===== src/rtl/pe_comp_ctrl_mlane.sv =====
// Multi-lane PE computation controller: pops {idx, value} activation packets and issues
// LANES-wide MAC commands per layer. Optional perf counters behind PE_COMP_PERF_CNT_EN.
module pe_comp_ctrl_mlane #(
    parameter int DATA_W   = 16,
    parameter int ADDR_W   = 10,
    parameter int ACT_NO_W = 10,
    parameter int LAYER_W  = 4,
    parameter int LANES    = 4
) (
    input  logic                     clk,
    input  logic                     rst_n,
    input  logic [5:0]               pe_idx,
    input  logic                     pe_start_calc,
    input  logic [LAYER_W-1:0]       layer_no,
    input  logic [ACT_NO_W-1:0]      out_act_no,
    input  logic                     comp_done,
    input  logic                     queue_empty,
    input  logic                     queue_empty_next,
    input  logic [ADDR_W+DATA_W-1:0] act_out,
    input  logic                     dp_ready,
    output logic                     pop_act,
    output logic                     pe_start_broadcast,
    output logic                     fin_comp,
    output logic                     all_done,
    output logic [LAYER_W-1:0]       layer_idx,
    output logic                     act_regfile_dir,
    output logic                     out_act_clear,
    output logic                     busy,
    output logic                     comp_en,
    output logic [LANES-1:0]         lane_mask,
    output logic [ACT_NO_W-1:0]      out_act_base,
    output logic [ADDR_W-1:0]        in_act_idx,
    output logic [DATA_W-1:0]        in_act_value
`ifdef PE_COMP_PERF_CNT_EN
    ,
    output logic [31:0]              perf_issue_cnt,
    output logic [31:0]              perf_stall_cnt
`endif
);

    localparam int CW = ACT_NO_W + 1;

    typedef enum logic [1:0] {
        ST_IDLE,
        ST_CALC,
        ST_DRAIN,
        ST_SYNC
    } state_t;

    state_t state, state_n;

    logic [ACT_NO_W-1:0] grp_base, grp_base_n;
    logic [ADDR_W-1:0]   head_idx;
    logic [DATA_W-1:0]   head_val;
    logic                head_marker, head_skip, no_out;
    logic [CW-1:0]       base_ext, cnt_ext;
    logic                last_grp;
    logic [LANES-1:0]    lane_mask_c;
    logic [LAYER_W-1:0]  last_layer;
    logic                issue, start_run, layer_adv, run_done, stall;

    assign {head_idx, head_val} = act_out;
    assign head_marker = (act_out == '0);
    assign head_skip   = (head_idx != '0) && (head_val == '0);
    assign no_out      = (out_act_no == '0);
    assign base_ext    = {1'b0, grp_base};
    assign cnt_ext     = {1'b0, out_act_no};
    assign last_grp    = (base_ext + CW'(LANES)) >= cnt_ext;
    assign last_layer  = (layer_no == '0) ? '0 : layer_no - LAYER_W'(1);
    assign busy        = (state != ST_IDLE);

    always_comb begin
        lane_mask_c = '0;
        for (int unsigned i = 0; i < LANES; i++) begin
            lane_mask_c[i] = (base_ext + CW'(i)) < cnt_ext;
        end
    end

    always_ff @(posedge clk) begin
        if (!rst_n) state <= ST_IDLE;
        else        state <= state_n;
    end

    always_comb begin
        state_n    = state;
        grp_base_n = grp_base;
        pop_act    = 1'b0;
        fin_comp   = 1'b0;
        issue      = 1'b0;
        start_run  = 1'b0;
        layer_adv  = 1'b0;
        run_done   = 1'b0;
        stall      = 1'b0;
        case (state)
            ST_IDLE: begin
                if (pe_start_calc) begin
                    start_run  = 1'b1;
                    grp_base_n = '0;
                    state_n    = ST_CALC;
                end
            end
            ST_CALC, ST_DRAIN: begin
                if (!queue_empty) begin
                    // Marker only ends the broadcast in CALC; in DRAIN it is consumed like a skip.
                    if (head_marker && state == ST_CALC) begin
                        pop_act = 1'b1;
                        if (queue_empty_next) begin
                            fin_comp = 1'b1;
                            state_n  = ST_SYNC;
                        end else begin
                            state_n  = ST_DRAIN;
                        end
                    end else if (head_marker || head_skip || no_out) begin
                        pop_act = 1'b1;
                        if (state == ST_DRAIN && queue_empty_next) begin
                            fin_comp = 1'b1;
                            state_n  = ST_SYNC;
                        end
                    end else if (dp_ready) begin
                        issue = 1'b1;
                        if (last_grp) begin
                            pop_act    = 1'b1;
                            grp_base_n = '0;
                            if (state == ST_DRAIN && queue_empty_next) begin
                                fin_comp = 1'b1;
                                state_n  = ST_SYNC;
                            end
                        end else begin
                            grp_base_n = grp_base + ACT_NO_W'(LANES);
                        end
                    end else begin
                        stall = 1'b1;
                    end
                end
            end
            ST_SYNC: begin
                if (comp_done) begin
                    if (layer_idx == last_layer) begin
                        run_done = 1'b1;
                        state_n  = ST_IDLE;
                    end else begin
                        layer_adv  = 1'b1;
                        grp_base_n = '0;
                        state_n    = ST_CALC;
                    end
                end
            end
            default: state_n = ST_IDLE;
        endcase
    end

    always_ff @(posedge clk) begin
        if (!rst_n) begin
            grp_base           <= '0;
            layer_idx          <= '0;
            act_regfile_dir    <= 1'b0;
            pe_start_broadcast <= 1'b0;
            out_act_clear      <= 1'b0;
            all_done           <= 1'b0;
            comp_en            <= 1'b0;
            lane_mask          <= '0;
            out_act_base       <= '0;
            in_act_idx         <= '0;
            in_act_value       <= '0;
        end else begin
            grp_base           <= grp_base_n;
            pe_start_broadcast <= start_run || layer_adv;
            out_act_clear      <= start_run || layer_adv;
            all_done           <= run_done;
            if (start_run) begin
                layer_idx <= '0;
            end else if (layer_adv) begin
                layer_idx       <= layer_idx + LAYER_W'(1);
                act_regfile_dir <= ~act_regfile_dir;
            end
            comp_en      <= issue;
            lane_mask    <= issue ? lane_mask_c : '0;
            out_act_base <= issue ? grp_base : '0;
            in_act_idx   <= issue ? head_idx : '0;
            in_act_value <= issue ? head_val : '0;
        end
    end

`ifdef PE_COMP_PERF_CNT_EN
    always_ff @(posedge clk) begin
        if (!rst_n || start_run) begin
            perf_issue_cnt <= '0;
            perf_stall_cnt <= '0;
        end else begin
            if (issue && perf_issue_cnt != '1) perf_issue_cnt <= perf_issue_cnt + 32'd1;
            if (stall && perf_stall_cnt != '1) perf_stall_cnt <= perf_stall_cnt + 32'd1;
        end
    end
`endif

`ifndef SYNTHESIS
    always_ff @(posedge clk) begin
        if (rst_n && pe_start_broadcast)
            $display("[pe %0d] layer %0d start", pe_idx, layer_idx);
    end
`endif

endmodule


===== config.mk =====
export PLATFORM = sky130hd
export DESIGN_NAME = pe_comp_ctrl_mlane
export DESIGN_NICKNAME = d
export VERILOG_FILES = /design/src/rtl/pe_comp_ctrl_mlane.sv
export SDC_FILE = /design/constraint.sdc
export NUM_CORES = 1
export LEC_CHECK = 0
export BUFFER_PORTS_ARGS = -buffer_cell sky130_fd_sc_hd__buf_2
export CAP_MARGIN = 15
export CORE_MARGIN = 10
export CORE_UTILIZATION = 50
export CTS_CLUSTER_DIAMETER = 200
export DETAILED_ROUTE_END_ITERATION = 6
export PLACE_DENSITY = 0.92
export SETUP_SLACK_MARGIN = 0.02
export SLEW_MARGIN = 10
export SYNTH_ARGS = -nofsm -noshare
export SYNTH_HDL_FRONTEND = slang
export SYNTH_SLANG_ARGS = --single-unit
export TNS_END_PERCENT = 5

===== constraint.sdc =====
create_clock -name clk -period 3 [get_ports clk]
set_input_delay 0.3 -clock clk [delete_from_list [all_inputs] [get_ports clk]]
set_output_delay 0.3 -clock clk [all_outputs]
set_load 0.1 [all_outputs]

==> flow_summary.ini, run 1 <==
[synth]
ys_warn_count = 0
synthDistinctLibCells = 57
async_reset_ff_share_pct = 0
synth.top_cells.by_area = dfxtp_1 36%, ha_1 15%, and2_1 6.9%, xnor2_1 2.6%, a21oi_1 2.4%
synthFlopType = dfxtp_1
synth_area_mm2 = 0.00307
yosys.area.top_type_share_pct = 36.5
ys_ff_latch = 56
synth_edf_count = 0
ys_seq_area_share_pct = 36.5
synth_top_cell_by_area = dfxtp_1
synth_commonest_cells = 56 x dfxtp_1, 37 x ha_1, 34 x and2_1, 18 x clkbuf_1, 18 x inv_1
syn_inst = 340
syn_area_per_cell_um2 = 9.03
synthMostInstantiatedCell = dfxtp_1

[clock_tree]
cts_sinks = 56
cts.clk_slew.worst_paths_ns = 0.11
hold_buffers = 0
cts_tree = done
clk_latency_ns = 0.30
root_buffer = clkbuf_8
htree_levels = 2
numCtsBuffers = 5
cts.path.max_buffers = 2

[power]
p_per_area_mw_per_mm2 = 412
leakage_uw = 0.00191
peakVddDrop_mv = 0.311

[setup_path]
reg2reg_to = grp_base[8]$_SDFFE_PN0P_
critPathArrivalTime_ns = 2.63
r2r_slack_ns = 0.38
cpPeakStageDelay_ns = 0.38
path_buf_inv = 2
crit_required_ns = 2.70
cp-start-kind = flop
crit_chain = buf_6, nand2_2, nor2_4, nand3_2, xnor2_2, ha_1, and3_4, o211ai_1, o211ai_1, and2_4, and3_4, buf_12
r2r-start = grp_base[3]$_SDFFE_PN0P_
critical-path-top-delay-family = simple AND/OR/NAND/NOR gates
cp_max_fo = 5
criticalPathCategory = flop to primary output
setup.worst_path.end_class = primary output
worstRegToRegCells = 11
cp_slowest_cell = dfxtp_2

[cells_and_area]
antenna_cells = 0
drive_gt1_share_pct = 32.1
finalNonFillerCells = 508
area_delta_synth_final_pct = 25.6
nNetsFinal = 522

[routing]
finalWirelength_um = 8530
m1WireLength_um = 3470
routedWlPerCell_um = 16.8
ant_nets = 0
drtIter0Drc = 164
drt_first_pass_iters = 4
met3WireLength_um = 818
vias_per_cell = 5.68
wl_met2_um = 4080
vias = 2887
top_layer = met4
drcViolationCount = 0

[die]
fp.dieW_um = 98.4
die_height_um = 98.4
rows = 28
start_util_pct = 51.6
pin_count = 105
core_area_mm2 = 0.00596
die-area_mm2 = 0.00968

[sta]
finalMaxSlewViolations = 0
finalCritPeriodShare_pct = 97.5
fin_ws_ns = 0.0741
fin_skew_ns = 0.00596
layout_min_cycle_time_ns = 2.93
max_freq_mhz = 342
setup_viol = 0
setup_tns_ns = 0
hold_viol = 0
whs_ns = 0.207

[global_routing]
grt_pass1_wl_um = 13300
grt_overflow_total = 0
grt_antenna_before_repair = 0
grt_max_degree = 36
grt_usage_pct = 15.7
grt_pass1_vias = 2926

[place]
place_congestion = 0.905
placedCellCount = 496
placement.io_buffers = 96
hpwl_um = 6530
pre_cts_ws_ns = 0.128

[worst_hold_path]
min_path_type = input pin to flop
whs_path_depth = 2
holdCritStartpoint = act_out[18]
worstHoldEndpoint = in_act_idx[2]$_SDFF_PN0_

[status]
outcome = completed

[run]
drv_cap = 0
## metal layers
layer / track usage (%) / vias to the layer above
met5: 0 / -
met4: 4.19 / 0
met3: 5.71 / 22
met2: 27.7 / 133
met1: 17.4 / 1339
li1: - / 1393
## state kept, by name, indices dropped and copies added (netlist names)
signal and cells:
in_act_idx 10, out_act_clear 1, out_act_base 8, act_regfile_dir 1
grp_base 8, in_act_value 16, lane_mask 4, state 2
all_done 1, layer_idx 4, comp_en 1
## cell families (layout without fill, tap and decap cells)
logic type      count (synthesis)  after routing  synth area share (%)
xor+xnor                       11             11                  3.14
other cells                     1              2                 0.122
buf+inv                        44            136                  5.86
simple gates                  117            117                  22.1
compound gates                 72             72                  16.5
fa+ha+maj                      37             37                  15.1
flops                          56             56                  36.5
mux                             2              2                 0.652
## report_power, final
group | switching, uW | leakage [uW] | internal, uW
Combinational | 274 | 0.00141 | 112
Clock | 262 | 0.0000463 | 172
Sequential | 9.56 | 0.000455 | 760
## final cells by class
| cell class | count | area [um2] |
|---|---|---|
| Clock buffer | 5 | 68.8 |
| Clock inverter | 3 | 27.5 |
| Fill cell | 484 | 2100 |
| Inverter | 20 | 75.1 |
| Multi-Input combinational cell | 241 | 1860 |
| Sequential cell | 56 | 1130 |
| Tap cell | 75 | 93.8 |
| Timing Repair Buffer | 108 | 599 |
## cell usage in the layout (no fill, tap or decap), types with 3 or more instances in the layout
cell type	n
buf_4	10
o21ai_0	12
nand3_1	7
nand3_2	3
dfxtp_1	51
buf_2	94
and4_1	3
a21oi_1	14
a21o_1	3
inv_1	18
and3_1	4
nor2_1	14
o211ai_1	4
nor3_1	8
clkbuf_8	5
xnor2_1	6
a211oi_1	5
a21boi_0	3
nor4_1	5
xnor2_2	3
nand4_1	8
buf_6	3
o21a_1	8
dfxtp_2	4
ha_1	36
nand2_1	10
and2_1	33
## worst register-to-register path: stages, from the launching register on
cell     delay, ns
dfxtp_2       0.38
buf_6         0.12
nand2_2       0.07
nor2_4        0.14
nand3_2       0.10
xnor2_2       0.17
ha_1          0.33
and3_4        0.20
o21ai_0       0.11
and3_1        0.30
a211o_1       0.34
a32o_1        0.25
## worst max path at each step
stage | from | to | slack, ns | depth (start not counted)
floorplan | grp_base[4]$_SDFFE_PN0P_ | fin_comp | 0.13 | 11
detailed placement | grp_base[2]$_SDFFE_PN0P_ | fin_comp | 0.13 | 10
global route | grp_base[3]$_SDFFE_PN0P_ | fin_comp | -0.05 | 12
global placement | grp_base[2]$_SDFFE_PN0P_ | fin_comp | 0.15 | 10
CTS | grp_base[3]$_SDFFE_PN0P_ | fin_comp | 0.03 | 12
finish | grp_base[3]$_SDFFE_PN0P_ | fin_comp | 0.07 | 12
## metrics by stage
stage	total power, uW	instance area (um2)	utilization, %
after floorplan	1060	3080	-
after global placement	1140	3610	60.7
after detailed placement	1150	3610	60.7
after CTS	1580	3730	62.6
after global routing	1660	3860	64.8
final	1590	3860	64.8
## repair_timing
action,4_1_cts,5_1_grt
setup endpoints to repair,2,2
buffers inserted,0,4
hold endpoints to repair,0,0
resized for setup,7,23
pin swaps,0,9
Power figures use the tool's default switching activity.
==> run 2: changes to the inputs <==
- CORE_ASPECT_RATIO: unset -> 0.5
==> run 2 against run 1 <==
Against the previous run: sequential power about the same; maximum frequency shrank 2.2%; design area increased by 2.0%; core utilization up 0.77 points; cell count is 1.6% higher; largest cell class unchanged.
==> flow_summary.ini, run 2 (synthesis gave the netlist of run 1 again) <==
[sta]
finalCritPeriodShare_pct = 99.7
setup_tns_ns = 0
slew_headroom_pct = 61.6
hold_viol = 0
max_freq_mhz = 334
setup_viol = 0
finalMaxSlewViolations = 0
fin_skew_ns = 0.00358
layout_min_cycle_time_ns = 2.99
tightest_slew_ns = 0.573

[die]
die_height_um = 75.4
die-area_mm2 = 0.00987
start_util_pct = 51.1
core_area_mm2 = 0.00601
pin_count = 105
fp.dieW_um = 131
rows = 20

[setup_path]
cp-start-kind = flop
cpPeakStageDelay_ns = 0.39
setup.worst_path.end_class = flop
crit_chain = ha_4, nand3_1, xnor2_2, ha_1, a41oi_2, a21oi_2, buf_4, buf_4, buf_4, o21ai_0, and3_1, nand4_1, a21oi_1
crit_required_ns = 3.21
critPathArrivalTime_ns = 3.21
cp_slowest_cell = dfxtp_4
criticalPathCategory = flop to flop
timing.critical_path.mode_cell = buf_4
cp_max_fo = 7

[cells_and_area]
regMostFlops = in_act_value
drive_gt1_share_pct = 32.2
final_common_cell = buf_2
reg.largest.list = in_act_value: 16 flops, in_act_idx: 10 flops
area_delta_synth_final_pct = 28.1
largest_reg_flops = 16
mostFrequentLayoutCells = 94 x buf_2, 51 x dfxtp_1, 36 x ha_1
nNetsFinal = 527

[power]
finalPower_uw = 1770
leakage_uw = 0.00195
peakVddDrop_mv = 0.299
p_per_area_mw_per_mm2 = 448

[place]
place_congestion = 0.900
placement.io_buffers = 96
hpwl_um = 6250

[worst_hold_path]
min_path_type = input pin to flop

[clock_tree]
cts_sinks = 56
cts_tree = done
root_buffer = clkbuf_16
cts.clk_slew.worst_paths_ns = 0.07
clk_latency_ns = 0.30
htree_levels = 2
cts.path.max_buffers = 2
numCtsBuffers = 5
hold_buffers = 0

[routing]
routedWlPerCell_um = 18.1
drtIter0Drc = 302
vias = 3007
vias_per_cell = 5.83
drcViolationCount = 0
finalWirelength_um = 9340
ant_nets = 0
drt_first_pass_iters = 6

[global_routing]
grt_pass1_wl_um = 13700
grt_overflow_total = 0
grt_pass1_vias = 2892
grt_antenna_before_repair = 0
grt_usage_pct = 17.2
grt_max_degree = 36

[run]
drv_cap = 0

[status]
outcome = completed
run 2: changes by cell type in the layout (fill, tap and decap cells not counted), sizes merged:
cell / delta
buf: +5
diode: +1
run 2: power by group:
part           switching, uW  internal [uW]  total, uW
combinational            279            114        393
clock                    285            317        602
sequential              11.6            758        770
run 2: timing repair:
| action | 4_1_cts | 5_1_grt |
|---|---|---|
| setup endpoints to repair | 2 | 9 |
| pin swaps | 0 | 8 |
| setup buffers | 3 | 6 |
| gates resized for setup | 10 | 17 |
run 2: final cells by class:
cell class              instances  area, um2
multi-input cells             241       1850
clock buffers                   5        125
fillers                       465       2070
diodes                          1       2.50
well taps                      77       96.3
inverters                      20       75.1
flip-flops and latches         56       1130
repair buffers                113        629
clock inverters                 3       27.5
run 2: critical path, delay by kind of cell, from the launching register on:
kind | cells | cell delay (ns)
AOI/OAI and AO/OA | 4 | 0.80
buffers and inverters | 3 | 0.37
xor gates and xnor gates | 1 | 0.18
adders and majority gates | 2 | 0.49
DFF | 1 | 0.39
and+or+nand+nor | 3 | 0.70
run 2: worst paths after layout:
check	from	to	slack [ns]	cells past startpoint
max	grp_base[2]$_SDFFE_PN0P_	grp_base[9]$_SDFFE_PN0P_	0.008	13
min	act_out[19]	in_act_idx[3]$_SDFF_PN0_	0.21	2
max reg2reg	grp_base[2]$_SDFFE_PN0P_	grp_base[9]$_SDFFE_PN0P_	0.008	13
min reg2reg	act_regfile_dir$_SDFFE_PN0P_	act_regfile_dir$_SDFFE_PN0P_	0.52	2
run 2: through the flow:
stage / worst slack [ns] / cell area [um2] / instances / hold slack, ns / util [%]
final: 0.00784 / 3940 / 516 / 0.209 / 65.5
after global routing: -0.0548 / 3930 / 515 / 0.210 / 65.5
after CTS: 0.0371 / 3820 / 509 / 0.210 / 63.7
after detailed placement: 0.0749 / 3610 / 498 / 0.518 / 60.2
after global placement: 0.137 / 3610 / 498 / 0.503 / 60.2
after floorplan: 0.127 / 3080 / 341 / 0.422 / -
run 2: layer usage:
metal,GRT usage [%],part of all wire [%]
met2,30.3,48
met3,5.42,10
met1,19.6,39
met4,6.49,3.6
met5,0,0
==> run 3: changes to the inputs <==
--- a/constraint.sdc
+++ b/constraint.sdc
@@ -3,2 +3,2 @@
 set_output_delay 0.3 -clock clk [all_outputs]
-set_load 0.1 [all_outputs]
+set_load 0.01 [all_outputs]
==> run 3 against run 2 <==
Against the previous run: core utilization fell by 2.0 points; combinational power down 33%; cell count down 1.6%; non-clock buffer count down 7; maximum frequency is 1.8% higher; count of clock-buffer cells in the layout did not move; clock power shrank 1%; power shrank 7.8%; first-iteration DRC count fell by 43%; die area unchanged.
==> flow_summary.ini, run 3 (synthesis gave the netlist of run 1 again) <==
[status]
outcome = completed

[routing]
finalWirelength_um = 8120
top_layer = met4
vias = 2859
m1WireLength_um = 3300
vias_per_cell = 5.63
drtIter0Drc = 173
met3WireLength_um = 623
drcViolationCount = 0
wl_met2_um = 3900
ant_nets = 0
drt_first_pass_iters = 5
routedWlPerCell_um = 16.0

[setup_path]
cp-start-kind = flop
critPathArrivalTime_ns = 2.64
setup.worst_path.end_class = primary output
crit_required_ns = 2.70
cp_max_fo = 7
criticalPathCategory = flop to primary output
worstRegToRegCells = 11

[place]
placement.io_buffers = 96
place_congestion = 0.891
pre_cts_ws_ns = 0.237
hpwl_um = 6160

[clock_tree]
numCtsBuffers = 5
hold_buffers = 0
cts.path.max_buffers = 2
root_buffer = clkbuf_16
cts_tree = done
cts.clk_slew.worst_paths_ns = 0.07
htree_levels = 2
clk_latency_ns = 0.29
cts_sinks = 56

[power]
switching_power_uw = 442
netSwitchingFraction_pct = 27.1
p_int_uw = 1190
leakage_uw = 0.00191
p_per_area_mw_per_mm2 = 427
pwr-share-seq_pct = 47.2
power_frac_clock_pct = 36.6
peakVddDrop_mv = 0.226
combPwrFrac_pct = 16.2

[worst_hold_path]
min_path_type = input pin to flop
whs_path_depth = 2

[cells_and_area]
mostFrequentLayoutCells = 96 x buf_2, 55 x dfxtp_1, 36 x ha_1
drive_gt1_share_pct = 28.8
area_delta_synth_final_pct = 24.2
regMostFlops = in_act_value
nNetsFinal = 520
reg.largest.list = in_act_value: 16 flops, in_act_idx: 10 flops
final_common_cell = buf_2
largest_reg_flops = 16
antenna_cells = 0

[global_routing]
grt_pass1_vias = 2765
grt_usage_pct = 16.1
grt_overflow_total = 0
grt_max_degree = 36
grt_antenna_before_repair = 0
grt_pass1_wl_um = 12700

[sta]
setup_tns_ns = 0
whs_ns = 0.215
hold_viol = 0
layout_min_cycle_time_ns = 2.94
max_freq_mhz = 340
fin_skew_ns = 0.00298
finalCritPeriodShare_pct = 98.0
setup_viol = 0
finalMaxSlewViolations = 0
fin_ws_ns = 0.0596

[run]
drv_cap = 0

[die]
rows = 20
die_height_um = 75.4
core_area_mm2 = 0.00601
start_util_pct = 51.1
die-area_mm2 = 0.00987
pin_count = 105
fp.dieW_um = 131
==> run 3: cell count changes in the layout (fill, tap and decap cells not counted), sizes merged <==
cell,previous run,this run
buf,113,106
clkinv,2,3
clkinvlp,1,0
diode,1,0
==> run 3: metrics by stage <==
step           utilization, %  power, uW  cells  area [um2]
6_report                 63.5       1630    508        3810
5_1_grt                  63.5       1710    508        3810
4_1_cts                  62.7       1630    506        3770
3_5_place_dp             60.1       1040    498        3610
3_3_place_gp             60.1       1030    498        3610
2_1_floorplan               -        947    341        3080
==> run 3: final timing paths <==
kind	endpoint	from	slack [ns]
worst min register to register	act_regfile_dir$_SDFFE_PN0P_	act_regfile_dir$_SDFFE_PN0P_	0.52
worst max-delay path	fin_comp	grp_base[3]$_SDFFE_PN0P_	0.06
worst min-delay path	in_act_value[1]$_SDFF_PN0_	act_out[1]	0.21
worst max register to register	grp_base[8]$_SDFFE_PN0P_	grp_base[3]$_SDFFE_PN0P_	0.28
==> run 3: power by group through the flow <==
stage               logic [uW]  clock network [uW]  registers [uW]
floorplan                  156                   0             791
global placement           249                   0             783
CTS                        259                 604             766
finish                     263                 596             768
global route               293                 642             770
detailed placement         255                   0             784
==> run 3: critical path: stages, from the launching register on <==
cell	delay (ns)
dfxtp_1	0.38
buf_4	0.18
nand2_1	0.10
nor2_2	0.16
nand3_1	0.15
xnor2_2	0.19
ha_1	0.30
a211oi_2	0.28
o211ai_1	0.14
and2_1	0.18
and3_1	0.15
buf_2	0.13
==> run 3: cell type report <==
cell class                      count  area (um2)
Fill cell                         486        2190
Clock buffer                        5         125
Inverter                           20        75.1
Timing Repair Buffer              106         556
Sequential cell                    56        1120
Tap cell                           77        96.3
Clock inverter                      3        26.3
Multi-Input combinational cell    241        1810
==> run 3: what timing repair did <==
item	CTS	global route
setup endpoints to repair	2	1
buffers inserted	0	2
pin swaps	0	1
gates resized for setup	2	6
==> run 3: per-layer routing <==
metal | track usage, % | vias up
li1 | - | 1383
met1 | 18.0 | 1317
met2 | 28.5 | 123
met3 | 4.24 | 36
met4 | 7.59 | 0
met5 | 0 | -
